===== config.mk =====
export PLATFORM = sky130hd
export DESIGN_NAME = conv1_layer
export DESIGN_NICKNAME = d
export VERILOG_FILES = /design/src/rtl/conv1_layer.sv
export SDC_FILE = /design/constraint.sdc
export NUM_CORES = 1
export LEC_CHECK = 0
export BUFFER_PORTS_ARGS = -buffer_cell sky130_fd_sc_hd__buf_2
export CAP_MARGIN = 25
export CORE_UTILIZATION = 50
export CTS_CLUSTER_DIAMETER = 200
export DETAILED_ROUTE_END_ITERATION = 8
export PLACE_DENSITY = 0.7
export RECOVER_POWER = 100
export SYNTH_ARGS = -nofsm -noshare
export SYNTH_HDL_FRONTEND = slang
export SYNTH_SLANG_ARGS = --single-unit

===== constraint.sdc =====
create_clock -name clk -period 5 [get_ports clk]
set_input_delay 0.75 -clock clk [delete_from_list [all_inputs] [get_ports clk]]
set_output_delay 0.75 -clock clk [all_outputs]
set_load 0.1 [all_outputs]

===== src/rtl/conv1_layer.sv =====
// Streaming 5x5 convolution: one 5-pixel column in per clock, one clamped 8-bit pixel out per clock.
// Latency: a column captured at edge n first affects output1 after edge n+1. There is no backpressure.
module conv1_layer #(
  parameter logic [74:0] KERNEL = {25{3'b001}},
  parameter int          SHIFT  = 1
) (
  input  logic       clk,
  input  logic       rst_n,
  input  logic [3:0] input1,
  input  logic [3:0] input2,
  input  logic [3:0] input3,
  input  logic [3:0] input4,
  input  logic [3:0] input5,
  output logic [7:0] output1
);

  logic        [3:0]  r_win [0:4][0:4];
  logic        [2:0]  r_cnt;
  logic        [3:0]  w_col [0:4];
  logic signed [15:0] w_sum;
  logic signed [15:0] w_k;
  logic signed [15:0] w_p;
  logic signed [15:0] w_shift;
  logic        [7:0]  w_pix;

  assign w_col[0] = input1;
  assign w_col[1] = input2;
  assign w_col[2] = input3;
  assign w_col[3] = input4;
  assign w_col[4] = input5;

  always_comb begin
    w_sum = '0;
    w_k   = '0;
    w_p   = '0;
    for (int r = 0; r < 5; r++) begin
      for (int c = 0; c < 5; c++) begin
        w_k   = 16'($signed(KERNEL[3*(r*5+c) +: 3]));
        w_p   = {12'd0, r_win[r][c]};
        w_sum = w_sum + w_k * w_p;
      end
    end
    w_shift = w_sum >>> SHIFT;
    if (w_shift < 16'sd0)
      w_pix = 8'd0;
    else if (w_shift > 16'sd255)
      w_pix = 8'd255;
    else
      w_pix = w_shift[7:0];
  end

  // Output is qualified by the pre-edge fill count, so it lags the window by one edge.
  always_ff @(posedge clk or negedge rst_n) begin
    if (!rst_n) begin
      for (int r = 0; r < 5; r++)
        for (int c = 0; c < 5; c++)
          r_win[r][c] <= 4'd0;
      r_cnt   <= 3'd0;
      output1 <= 8'd0;
    end else begin
      for (int r = 0; r < 5; r++) begin
        for (int c = 0; c < 4; c++)
          r_win[r][c] <= r_win[r][c+1];
        r_win[r][4] <= w_col[r];
      end
      if (r_cnt != 3'd5)
        r_cnt <= r_cnt + 3'd1;
      output1 <= (r_cnt == 3'd5) ? w_pix : 8'd0;
    end
  end

endmodule


==> metrics.cfg <==
[sta]
setup_ws_ns=-0.281
timing.fmax_ghz=0.189
tightest_slew_ns=1.10
slew_headroom=0.269
setup_viol_count_final=5
fin_worst_skew_ns=0.00741
slew_viol_final=0
hold_viol_final=0
period_share=1.06
fin_hold_ws_ns=0.377
min_period_ns=5.28
rsz0062_at_grt=true

[critical_path]
crit_type=reg -> reg
worst_ep_required_time_ns=5.27
worstPathMaxFanout=3
cp-end-kind=flip-flop
start_kind=flip-flop
rr_worst_depth=18
crit_arrival_ns=5.55

[worst_hold_path]
hp-class=reg -> reg
worstHoldPathCells=0

[layout]
layout-drive-gt1-share=0.163
stdcell_area_um2=6510
n_antenna_cell=0
nNetsFinal=602
syn_to_final_growth_pct=13.7

[route]
via_per_inst=4.61
wl_per_cell_um=13.1
drt_iter0_markers=108
vias=2817
drc=0
wl_um=8020
ant_nets=0
first_pass_iters=4

[clocking]
insertion_delay_ns=0.35
cts_buffers=9
clk_pin_slew_ns=0.08
hold_buffers=0
clockBufferDepth=2
cts-root-buf=clkbuf_16
clkSinkCount=111
cts_max_level=3
cts_tree=yes

[global_route]
grt_pass1_vias=3188
gr-usage-all-layers=0.168
grt_antenna_before_repair=0
grt_pass1_wl_um=14500
overflow=0
grt_max_degree=83

[place]
place.port_buffers=29
post_dp_cell_area_um2=6120
gp_congestion=0.724
hpwl_um=6420
dpl_worst_slack_ns=-0.389

[floorplan]
die_h_um=109
placementRows=38
fp.coreArea_um2=11000
die_w_um=109
initial_core_util=0.521
boundaryPins=30
die_area_um2=11900

[logic_synthesis]
avgSynthCellArea_um2=13.9
synth_ff_type=dfrtp_1
synth-async-reset-ratio=1.00
synth-seq-cells=111
synth.area.top_cells=dfrtp_1, fa_1, inv_1, ha_1, nor2_1
yosysWarnings=0
synth_commonest_cells=inv_1, dfrtp_1, fa_1
yosysMostFrequentCell=inv_1
synth_area_um2=5730
synthesis.instances=412
netlist.area_leader.share=0.485
yosys.area.top_type=dfrtp_1
synth_nets=548
synth-seq-area-share=0.485
synth.distinct_cells=28
synth_edf_count=0

[job]
maxCapViolCount=0

[run_status]
violations=setup timing
status=finished, violations left

==> worst paths after layout <==
path                            from         end  slack [ns]
setup / recovery           r_win[14]  output1[7]       -0.28
hold / removal             r_win[69]   r_win[73]        0.38
setup reg to reg           r_win[14]  output1[7]       -0.28
hold reg to reg            r_win[69]   r_win[73]        0.38
max in group asynchronous      rst_n   r_win[78]        3.15
min in group asynchronous      rst_n   r_win[89]        0.58
==> cells by family after synthesis <==
group / Yosys count / synth area share
buffers and inverters: 147 / 0.0970
adder cells (fa/ha/maj): 114 / 0.374
flip-flops: 111 / 0.485
AND/OR/NAND/NOR: 23 / 0.0221
AO/OA/AOI/OAI: 13 / 0.0157
XOR/XNOR: 3 / 0.00459
multiplexers: 1 / 0.00175
==> cell type report <==
class | instances | area (um^2)
Inverter | 145 | 544
Sequential cell | 111 | 2780
Fill cell | 880 | 4470
Multi-Input combinational cell | 154 | 2440
Clock buffer | 10 | 229
Timing Repair Buffer | 45 | 283
Tap cell | 140 | 175
Clock inverter | 6 | 60.1
==> per-layer routing <==
layer,share of wire,up-vias,GRT usage,routed length (um)
met5,0,-,0,0
met4,0.021,0,0.0608,170
met3,0.032,15,0.0502,253
met2,0.53,33,0.270,4270
met1,0.41,1510,0.220,3330
li1,-,1259,-,-
==> timing repair <==
item                                    in CTS  in global routing
resized for setup                            5                  6
pin swaps                                   20                 12
buffers inserted                             5                  2
endpoints found under the setup margin       6                  6
==> flip-flops by register name (all words and copies together), names as in the netlist <==
name	flops
r_win	100
output1	8
r_cnt	3
==> critical path, stage by stage, from the launching register on <==
cell and delay [ns]:
dfrtp_1 0.36, inv_2 0.04, fa_1 0.54, inv_2 0.04, fa_1 0.57, fa_1 0.45
fa_1 0.60, fa_1 0.45, fa_1 0.49, inv_1 0.05, fa_1 0.43, inv_1 0.08
ha_2 0.18, inv_2 0.04, fa_2 0.37, nor2b_4 0.14, o31a_1 0.15, o21ai_1 0.07
a21oi_1 0.15
==> per-stage QoR <==
step	setup TNS [ns]	std cells	utilization
final	-0.972	611	0.593
after global routing	-2.02	611	0.593
after floorplan	-0.156	412	-
after global placement	-1.01	589	0.557
after CTS	-1.11	609	0.588
after detailed placement	-1.35	589	0.557
==> placed cells by master, fill, tap and decap left out, types with 3 or more instances in the layout <==
cell type  count
inv_1        139
dfrtp_1      111
fa_1          92
buf_2         27
ha_1          16
buf_4         13
clkbuf_16      9
nor2_1         8
inv_2          6
nor3_1         4
inv_8          4
nand2_1        3
a21oi_1        3
fa_2           3
clkbuf_1       3
Power is not shown: default switching activity piles up to over one toggle a cycle in this logic, so the estimate is an artifact.
